### src/rtl/controle_disparo.sv
// Battleship firing controller: latches a 5x7 map, classifies shots,
// tracks hit/shot bitmaps and counters, and declares victory or defeat.
// Ports: clk, reset (async, active-high), iniciar, mapa0..mapa4, linha,
//   coluna, disparar -> acertos0..4, tiros0..4, celulas_restantes,
//   tiros_restantes, estado, acertou, errou, repetido, invalido.
module controle_disparo #(
  parameter int MAX_TIROS = 15
) (
  input  logic       clk,
  input  logic       reset,
  input  logic       iniciar,
  input  logic [6:0] mapa0,
  input  logic [6:0] mapa1,
  input  logic [6:0] mapa2,
  input  logic [6:0] mapa3,
  input  logic [6:0] mapa4,
  input  logic [2:0] linha,
  input  logic [2:0] coluna,
  input  logic       disparar,
  output logic [6:0] acertos0,
  output logic [6:0] acertos1,
  output logic [6:0] acertos2,
  output logic [6:0] acertos3,
  output logic [6:0] acertos4,
  output logic [6:0] tiros0,
  output logic [6:0] tiros1,
  output logic [6:0] tiros2,
  output logic [6:0] tiros3,
  output logic [6:0] tiros4,
  output logic [5:0] celulas_restantes,
  output logic [5:0] tiros_restantes,
  output logic [1:0] estado,
  output logic       acertou,
  output logic       errou,
  output logic       repetido,
  output logic       invalido
);

  typedef enum logic [1:0] {
    IDLE    = 2'b00,
    JOGANDO = 2'b01,
    VITORIA = 2'b10,
    DERROTA = 2'b11
  } estado_t;

  estado_t     estado_q, estado_d;
  logic        ini_q, dis_q;
  logic [34:0] mapa_q, mapa_d;
  logic [34:0] acer_q, acer_d;
  logic [34:0] tiro_q, tiro_d;
  logic [5:0]  cel_q, cel_d;
  logic [5:0]  tir_q, tir_d;
  // {acertou, errou, repetido, invalido}
  logic [3:0]  pulso_q, pulso_d;

  logic [34:0] mapa_in;
  logic [5:0]  pop;
  logic [5:0]  idx;
  logic        ini_ev, dis_ev, fora;

  assign mapa_in = {mapa4, mapa3, mapa2, mapa1, mapa0};
  assign ini_ev  = iniciar & ~ini_q;
  assign dis_ev  = disparar & ~dis_q;
  assign fora    = (linha > 3'd4) || (coluna > 3'd6);
  // Row r occupies bits [7r+6:7r]; column c maps to bit 6-c of its row.
  assign idx     = 6'(linha) * 6'd7 + 6'd6 - 6'(coluna);

  always_comb begin
    pop = '0;
    for (int i = 0; i < 35; i++)
      pop = pop + 6'(mapa_in[i]);
  end

  always_comb begin
    estado_d = estado_q;
    mapa_d   = mapa_q;
    acer_d   = acer_q;
    tiro_d   = tiro_q;
    cel_d    = cel_q;
    tir_d    = tir_q;
    pulso_d  = 4'b0000;
    if (ini_ev) begin
      // A restart swallows any shot edge arriving in the same cycle.
      mapa_d   = mapa_in;
      acer_d   = '0;
      tiro_d   = '0;
      cel_d    = pop;
      tir_d    = 6'(MAX_TIROS);
      estado_d = (pop == 6'd0) ? VITORIA : JOGANDO;
    end else if (dis_ev && estado_q == JOGANDO) begin
      if (fora) begin
        pulso_d = 4'b0001;
      end else if (tiro_q[idx]) begin
        pulso_d = 4'b0010;
      end else begin
        tiro_d[idx] = 1'b1;
        tir_d       = tir_q - 6'd1;
        if (mapa_q[idx]) begin
          acer_d[idx] = 1'b1;
          cel_d       = cel_q - 6'd1;
          pulso_d     = 4'b1000;
        end else begin
          pulso_d = 4'b0100;
        end
        // Sinking the last ship on the last shot counts as a win.
        if (cel_d == 6'd0)
          estado_d = VITORIA;
        else if (tir_d == 6'd0)
          estado_d = DERROTA;
      end
    end
  end

  always_ff @(posedge clk or posedge reset) begin
    if (reset) begin
      estado_q <= IDLE;
      ini_q    <= 1'b0;
      dis_q    <= 1'b0;
      mapa_q   <= '0;
      acer_q   <= '0;
      tiro_q   <= '0;
      cel_q    <= '0;
      tir_q    <= '0;
      pulso_q  <= '0;
    end else begin
      estado_q <= estado_d;
      ini_q    <= iniciar;
      dis_q    <= disparar;
      mapa_q   <= mapa_d;
      acer_q   <= acer_d;
      tiro_q   <= tiro_d;
      cel_q    <= cel_d;
      tir_q    <= tir_d;
      pulso_q  <= pulso_d;
    end
  end

  assign acertos0 = acer_q[6:0];
  assign acertos1 = acer_q[13:7];
  assign acertos2 = acer_q[20:14];
  assign acertos3 = acer_q[27:21];
  assign acertos4 = acer_q[34:28];
  assign tiros0   = tiro_q[6:0];
  assign tiros1   = tiro_q[13:7];
  assign tiros2   = tiro_q[20:14];
  assign tiros3   = tiro_q[27:21];
  assign tiros4   = tiro_q[34:28];

  assign celulas_restantes = cel_q;
  assign tiros_restantes   = tir_q;
  assign estado            = estado_q;
  assign acertou           = pulso_q[3];
  assign errou             = pulso_q[2];
  assign repetido          = pulso_q[1];
  assign invalido          = pulso_q[0];

endmodule

### config.mk
export PLATFORM = sky130hd
export DESIGN_NAME = controle_disparo
export DESIGN_NICKNAME = d
export VERILOG_FILES = /design/src/rtl/controle_disparo.sv
export SDC_FILE = /design/constraint.sdc
export NUM_CORES = 1
export LEC_CHECK = 0
export ABC_AREA = 1
export BUFFER_PORTS_ARGS = -buffer_cell sky130_fd_sc_hd__buf_4
export CORE_ASPECT_RATIO = 0.5
export CORE_MARGIN = 4
export CORE_UTILIZATION = 40
export DETAILED_ROUTE_END_ITERATION = 12
export HOLD_SLACK_MARGIN = 0.08
export PLACE_DENSITY = 0.66
export SLEW_MARGIN = 20
export SYNTH_ARGS = -nofsm -noshare
export SYNTH_HDL_FRONTEND = slang
export SYNTH_SLANG_ARGS = --single-unit
### constraint.sdc
create_clock -name clk -period 4.6 [get_ports clk]
set_input_delay 0 -clock clk [delete_from_list [all_inputs] [get_ports clk]]
set_output_delay 0 -clock clk [all_outputs]
set_load 0.03 [all_outputs]
* Yosys cells after proc, flatten, opt, wreduce, memory -nomap -nowiden
Index checks and enable logic that the tools add are counted.
** Word-level totals
- Bits in registers :: 125
- Input port bits :: 45
- Logic and storage cells :: 113
** Cells by class
- Add/subtract/negate cells :: 38
- $mul :: 1
- $lt $le $gt $ge :: 4
- Eq/ne operators :: 3
- Multiplexer cells :: 40
- Bitwise logic cells :: 6
- Reduce and logical (&&, ||, !) cells :: 12
** Operators with widths (count)
- 35-bit two-way mux :: 9
- 6-bit by 1-bit adder with 6-bit output :: 29
- 6-bit two-way mux :: 13
- 35-bit OR :: 2
- 4-bit two-way mux :: 5
- 6-bit zero test :: 3
- 2-bit two-way mux :: 7
- 1-bit binary-select mux with 6-bit select :: 2
- 6-bit by 1-bit subtractor with 6-bit output, second input constant :: 2
- 4-bit AND reduction :: 2
- 6-bit by 7-bit < comparator with 1-bit output, second input constant :: 1
- 5-bit by 1-bit adder with 6-bit output :: 1
- 6-bit by 3-bit adder with 6-bit output, second input constant :: 1
- 1-bit demux with 6-bit select :: 1
- 6-bit by 1-bit greater-or-equal comparator with 1-bit output, second input constant :: 1
- 3-bit greater-than comparator, second input constant :: 2
- 3-bit by 3-bit multiplier with 6-bit output, second input constant :: 1
- 6-bit by 3-bit subtractor with 6-bit output :: 1
- 4-bit by 1-bit adder with 5-bit output :: 1
- 3-bit by 1-bit adder with 4-bit output :: 1
- 2-bit != test, second input constant :: 2
- 2-bit nonzero test :: 2
- 2-bit by 1-bit adder with 3-bit output :: 1
- 1-bit two-way mux :: 3
- 8 further kinds :: 11

* Depth between registers and ports, before layout
Gate-level depths: netlist of the first run.
- Depth after elaboration :: 37
- Depth in mapped cells :: 24

* Least setup slack after synthesis of the first run
No wires, ideal clock.
- Path type :: in2reg
- Start point :: input mapa1[4]
- End point :: register estado_q[0] (netlist: estado[0])
- Library setup time :: 0.118 ns
- Arrival :: 4.740 ns
- Data required time :: 4.482 ns
- Slack :: -0.257 ns
- Stages on the path :: 20
- Path buffers :: 0
- Path through :: inv_1 fa_1 inv_1 fa_1 inv_1 fa_1 fa_1 fa_1 fa_1 inv_1 fa_1 a21oi_1 o21bai_1 a21oi_1 nand2_1 or4_1 o21ai_0 nand2_1 nand3_1 nand2_1
** Between the ends
- Longest elaborated chain between the ends :: 27
** RTL lines
- from (decl) :: line 13 : input logic [6:0] mapa1,
- 6-bit by 1-bit adder with 6-bit output (24 in series) :: line 71 : pop = pop + 6'(mapa_in[i]);
- 6-bit zero test :: line 89 : estado_d = (pop == 6'd0) ? VITORIA : JOGANDO;
- 2-bit two-way mux :: line 89
- 2-bit two-way mux :: line 82 : if (ini_ev) begin
- to (signal assigned) :: line 126 : estado_q <= estado_d;
- to (decl) :: line 46 : estado_t estado_q, estado_d;
Every way passes these cells.
A chain may end at the register's enable or synchronous reset.

* Final worst setup path of the first run
- Start point :: input mapa3[0]
- End point :: register estado_q[0] (netlist: estado[0])
** Between the ends
- Longest elaborated chain between the ends :: 17
** RTL lines
- from (decl) :: line 15 : input logic [6:0] mapa3,
- 6-bit by 1-bit adder with 6-bit output (14 in series) :: line 71
- 6-bit zero test :: line 89
- 2-bit two-way mux :: line 89
- 2-bit two-way mux :: line 82
Every way passes these cells.

==> results of run 1 <==
-- state kept, by name, summed over array words and instances, names as in the netlist --
register and cells:
estado 2, pulso_q 4, tiros_restantes 6, acer_q 35, mapa_q 35, tiro_q 35, dis_q 1, ini_q 1
celulas_restantes 6
-- per-layer routing --
metal  vias to the layer above  GRT usage (%)  routed length [um]
li1                       3153              -                   -
met1                      3072           27.6                9190
met2                       172           33.9                9350
met3                        20           3.98                1140
met4                         0           4.49                 235
met5                         -              0                   0
-- worst max-delay path, cell delays in order --
cell	delay, ns
buf_6	0.10
fa_1	0.54
inv_2	0.05
fa_2	0.54
fa_1	0.45
fa_1	0.54
fa_1	0.44
fa_1	0.49
inv_1	0.05
fa_2	0.35
a21oi_2	0.15
o21bai_1	0.11
a21oi_1	0.17
nand2_1	0.10
or4_4	0.44
o21ai_4	0.16
nand2_2	0.08
nand3_2	0.06
nand2_1	0.05
-- path summary, 6_finish.rpt --
kind                                           to  slack [ns]  cells past startpoint                    from
min in group asynchronous    pulso_q[3]$_DFF_PP0_        0.35                      4                   reset
hold reg to reg            mapa_q[30]$_DFFE_PP0P_        0.48                      2  mapa_q[30]$_DFFE_PP0P_
setup reg to reg            estado[0]$_DFFE_PP0P_        2.39                     15  mapa_q[27]$_DFFE_PP0P_
hold / removal                    dis_q$_DFF_PP0_        0.24                      2                disparar
max in group asynchronous         ini_q$_DFF_PP0_        3.55                      4                   reset
setup / recovery            estado[0]$_DFFE_PP0P_        0.05                     19                mapa3[0]
-- kinds of logic after synthesis --
group                    count (synthesis)  synth area share, %
AND/OR/NAND/NOR                        380                 21.7
flip-flops                             125                 43.4
buffers and inverters                  184                 9.91
adder cells (fa/ha/maj)                 54                 12.6
AO/OA/AOI/OAI                          136                 10.9
XOR/XNOR                                12                 1.46
-- per-stage QoR --
step | setup WS, ns | instances | area [sq um] | hold WS, ns
floorplan | -0.0832 | 891 | 7230 | 0.0314
global placement | -0.330 | 1255 | 8630 | 0.120
detailed placement | -0.448 | 1255 | 8630 | 0.121
CTS | 0.00533 | 1327 | 9640 | 0.227
global route | -0.111 | 1328 | 9680 | 0.246
finish | 0.0451 | 1328 | 9680 | 0.238
-- repair_timing --
action / 4_1_cts / 5_1_grt
pin swaps: 0 / 8
endpoints found under the setup margin: 1 / 2
resized for setup: 1 / 12
endpoints found under the hold margin: 164 / 0
setup buffers: 0 / 2
hold buffers: 40 / 0
-- layout make-up --
cell class	count	share of cell area [%]
timing repair buffer	198	16.9
sequential	125	32.3
tap	234	3.02
clock inverter	15	1.89
inverter	157	6.13
multi-input combinational	582	35.4
clock buffer	17	4.39
-- report_power, final --
group	internal [uW]	switching, uW
clock network	861	548
registers	1200	89.7
logic	1030	1420
total	3090	2060
-- layout by cell type (no fill, tap or decap), types with 3 or more instances in the layout --
cell	n
nand2_1	234
buf_4	153
inv_1	140
dfrtp_1	125
nor2_1	83
o21ai_0	42
dlygate4sd3_1	40
nand3_1	35
a21oi_1	29
fa_1	28
o21a_1	25
ha_1	22
clkbuf_16	17
o21ai_1	16
inv_2	14
o22ai_1	10
nand4_1	7
xor2_1	7
inv_6	6
nand2_2	5
xnor2_1	5
o211ai_1	5
a31oi_1	4
nand3_2	4
clkinv_2	4
nor3_1	3
fa_2	3
bufinv_16	3
buf_12	3
==> results.md, run 1 <==
* Status: completed
* Final wirelength at 19900 um
* CP Class: primary input to flip-flop
* Total Routing Usage GR at 20.2%
* Total I/O pin count at 133
* Layout cells sized above 1 at approximately a fifth
* Largest net degree at the start of global routing at 72
* Syn nets at 990
* Mapped cell area at approximately 7000 sq um
* Fin nets at 1180
* Post-synthesis sequential area ratio at 43.4%
* Die H at 103 um
* EDFF count, synth at 0
* PD cells at 532 nW/um^2
* CTS tree: yes
* CP Max Fanout at 2
* Clock buffer depth at 2
* DRC viols at 0
* Cell with the most instances after synthesis: nand2_1
* Max Slew Vio Count at 0
* CP Capture Type: flip-flop
* Async SR Flop Fraction at 100%
* Slew headroom at 38.2%
* RSZ-0062 raised after global routing: true
* Slew @ Worst Pin at slightly above 0.9 ns
* Clock latency at the later pin of the worst-skew pair at roughly 0.43 ns
* H-tree levels at 4
* Area Growth Syn to Fin at 34.2%
* Die area at 20400 sq um
* Post-layout util at 55.2%
* Routed len/inst at 15.0 um
* Diodes inserted at 0
* Pwr Total at 5150 uW
* First-pass GRT wire length at approximately 33000 um
* Worst min path class: primary input to flip-flop
* IO buf count at 132
* GR Overflow Total at 0
* Area leader, netlist: dfrtp_1
* Startpoint types: primary input
* Fin crit period at about 4.6 ns
* First DRT Iteration DRCs at 316
* Synth Flop Type: dfrtp_1
* Number of global-route vias before repair at 6499
* Syn Inst Count at 891
* Clock transition at path regs at 0.06 ns
* Top cells by count, synth: nand2_1, inv_1, dfrtp_1, nor2_1, o21ai_0
* #FFs+latches synth at roughly 130
* Post-DP HPWL at 14800 um
* VDD IR max at 0.498 mV
* Synth area leaders: dfrtp_1, nand2_1, fa_1
* Post-route ant nets at 0
* Share of the synthesized area in the top cell type at 43.4%
* Global placer's final weighted congestion at around 0.9
* TNS Setup at 0 ns
* Synth warn at 0
* Hold Vio Cnt, Final at 0
* Worst Path Required at 4.91 ns
* Fmax at 220 MHz
* DIE WIDTH at 198 um
* Initial antenna violation count at 0
* Final period utilization at 99.0%
* Initial Util at between 40 and 50%
* Core box area at 17500 sq um
* Syn_area_per_cell at 8.09 sq um
* Clk root buf: clkbuf_16
* Leakage power at approximately 0.005 uW
* # fillers at roughly 1600
* Max-cap check violation count at 0
* Critical Path AT at 4.87 ns
* Vias at 6417
* CTS Buf Count at 17
* Initial DRT Pass Iterations at 5
* Mean number of vias per cell at 4.83
* Netlist cell types at 36
* Final clock skew at 0.0134 ns
* FP Rows at 34
* CTS sink count at approximately 130
* # setup viols final at 0
* Multi-input gate area at 3430 sq um
* Sequential cell area at 3130 sq um
Note: power is estimated with default switching activity, not from simulation.
==> run 2: changes to the inputs <==
--- a/config.mk
+++ b/config.mk
@@ -7,12 +7,13 @@
 export LEC_CHECK = 0
 export ABC_AREA = 1
 export BUFFER_PORTS_ARGS = -buffer_cell sky130_fd_sc_hd__buf_4
+export CAP_MARGIN = 20
 export CORE_ASPECT_RATIO = 0.5
 export CORE_MARGIN = 4
-export CORE_UTILIZATION = 40
+export CORE_UTILIZATION = 56
 export DETAILED_ROUTE_END_ITERATION = 12
 export HOLD_SLACK_MARGIN = 0.08
-export PLACE_DENSITY = 0.66
+export PLACE_DENSITY = 0.85
 export SLEW_MARGIN = 20
 export SYNTH_ARGS = -nofsm -noshare
 export SYNTH_HDL_FRONTEND = slang
==> run 2 against run 1 <==
The run now ends with negative setup slack left; first-iteration DRC count grew 140%; global-route usage up 9.4 points; non-clock buffer count stayed put; sequential share of layout area increased by 0.29 points; power grew 11%; die area decreased by 27%; design area is 0.88% lower; critical endpoint unchanged.
==> results.md, run 2 (same netlist as run 1, synthesis figures left out) <==
* Status: finished, violations left
* Violated checks: negative setup slack
* Max-cap check violation count at 0
* DIE WIDTH at 168 um
* RR Endpoint: estado[1]$_DFFE_PP0P_
* Initial Util at 59.2%
* Critical path cell sequence: buf_6, fa_1, inv_2, fa_2, fa_1, fa_1, fa_1, fa_1, inv_2, fa_2, a21oi_4, o21bai_4, a21oi_2, nand2_1, or4_4, o21ai_2, nand2_1, nand3_1, nand2_1
* CP Max Fanout at 2
* Hold Path Depth at 2
* Core box area at roughly 12000 sq um
* Wire length on met2 at about 10000 um
* Initial DRT Pass Iterations at 6
* Slew @ Worst Pin at 0.746 ns
* Leakage power at 0.00491 uW
* Worst min path class: primary input to flip-flop
* Die H at 88.2 um
* Worst Path Required at 4.92 ns
* Commonest non-fill, non-tap cell in the layout: nand2_1
* Final WS setup at -0.0781 ns
* FP Rows at 28
* Die area at about 15000 sq um
* Met3 wire len at slightly below 2000 um
* # setup viols final at 2
* Final period utilization at 102%
* Final wirelength at 21500 um
* Vias at 7012
* CTS sink count at 125
* Post-route ant nets at 0
* WL met1 at 8460 um
* Clock transition at path regs at 0.07 ns
* CP Capture Type: flip-flop
* DRC viols at 0
* Hold_sp: iniciar
* Slew headroom at 50.2%
* Mean number of vias per cell at 5.57
* R2R depth at 15
* Post-layout util at 78.7%
* VDD IR max at about 0.56 mV
* Post-DP HPWL at 14100 um
* Startpoint types: primary input
* Min-Delay Endpoint: ini_q$_DFF_PP0_
* Most frequent CP cell: fa_1
* Top routing layer in use: met4
* IO buf count at about 130
* Largest net degree at the start of global routing at 81
* Clk root buf: clkbuf_16
* Initial antenna violation count at 0
* Fin nets at 1180
* Worst path max stage delay at 0.57 ns
* GR Overflow Total at 0
* Area Growth Syn to Fin at 33.1%
* H-tree levels at 4
* Total I/O pin count at 133
* Diodes inserted at 0
* Layout cells sized above 1 at 22.3%
* TNS Setup at -0.102 ns
* Final clock skew at 0.0111 ns
* R2R setup slack at 2.20 ns
* Min Hold Slack at between 0.2 and 0.25 ns
* First-pass GRT wire length at 34800 um
* RSZ-0062 raised after global routing: true
* Routed len/inst at 17.1 um
* Number of global-route vias before repair at 7051
* Hold Vio Cnt, Final at 0
* Total Routing Usage GR at 29.7%
* Fin crit period at 4.68 ns
* CP Class: primary input to flip-flop
* PD cells at around 600 nW/um^2
* Clock buffer depth at 2
* Max Slew Vio Count at 0
* Global placer's final weighted congestion at 0.889
* Critical Path AT at 4.99 ns
* Clock latency at the later pin of the worst-skew pair at 0.42 ns
* Most frequent cells in the layout: nand2_1, buf_4, inv_1
* Pwr Total at approximately 5700 uW
* CTS tree: yes
* Slowest CP cell: fa_1
* Largest registers: acer_q: 35 flops, mapa_q: 35 flops, tiro_q: 35 flops
* First DRT Iteration DRCs at 758
* Fmax at 214 MHz
* CTS Buf Count at 17
* R2R Path Start: mapa_q[15]$_DFFE_PP0P_
[run 2: final cells by class]
class / count / area (sq um)
multi-input cells: 582 / 3440
flip-flops and latches: 125 / 3130
fillers: 812 / 2590
repair buffers: 198 / 1630
inverters: 157 / 603
clock buffers: 17 / 425
well taps: 165 / 206
clock inverters: 15 / 169
[run 2: critical path, delay by kind of cell]
family | cells | cell delay (ns)
and+or+nand+nor | 5 | 0.73
adders and majority gates | 7 | 3.45
buffers and inverters | 3 | 0.19
AOI/OAI and AO/OA | 4 | 0.64
[run 2: repair_timing]
action | in CTS | in global routing
hold endpoints to repair | 118 | 0
hold buffers | 40 | 0
resized for setup | 1 | 32
pin swaps | 2 | 17
endpoints found under the setup margin | 2 | 30
buffers inserted | 5 | 3
[run 2: how the worst max path moves through the flow]
stage | depth (start not counted) | slack, ns | endpoint | start
after floorplan | 18 | -0.08 | estado[0]$_DFFE_PP0P_ | mapa2[3]
after global placement | 19 | -0.35 | estado[0]$_DFFE_PP0P_ | mapa2[3]
after detailed placement | 19 | -0.51 | estado[0]$_DFFE_PP0P_ | mapa2[3]
after CTS | 19 | -0.0005 | estado[0]$_DFFE_PP0P_ | mapa2[3]
after global routing | 21 | -0.16 | estado[0]$_DFFE_PP0P_ | mapa3[0]
final | 19 | -0.08 | estado[0]$_DFFE_PP0P_ | mapa3[0]
[run 2: through the flow]
stage	area (sq um)	setup slack, ns	cells
after floorplan	7230	-0.0832	891
after global placement	8480	-0.353	1180
after detailed placement	8480	-0.507	1180
after CTS	9520	-0.000548	1257
after global routing	9600	-0.157	1259
final	9600	-0.0781	1259
[run 2: where the power goes]
part	switching, uW	leakage (uW)	internal, uW
clock network	600	0.000291	776
registers	93.2	0.00166	1200
logic	1740	0.00296	1310
[run 2: layer usage]
layer / track usage (%) / up-vias
met5: 0 / -
met4: 13.9 / 0
met3: 6.02 / 90
met2: 50.6 / 396
met1: 37.4 / 3380
li1: - / 3146
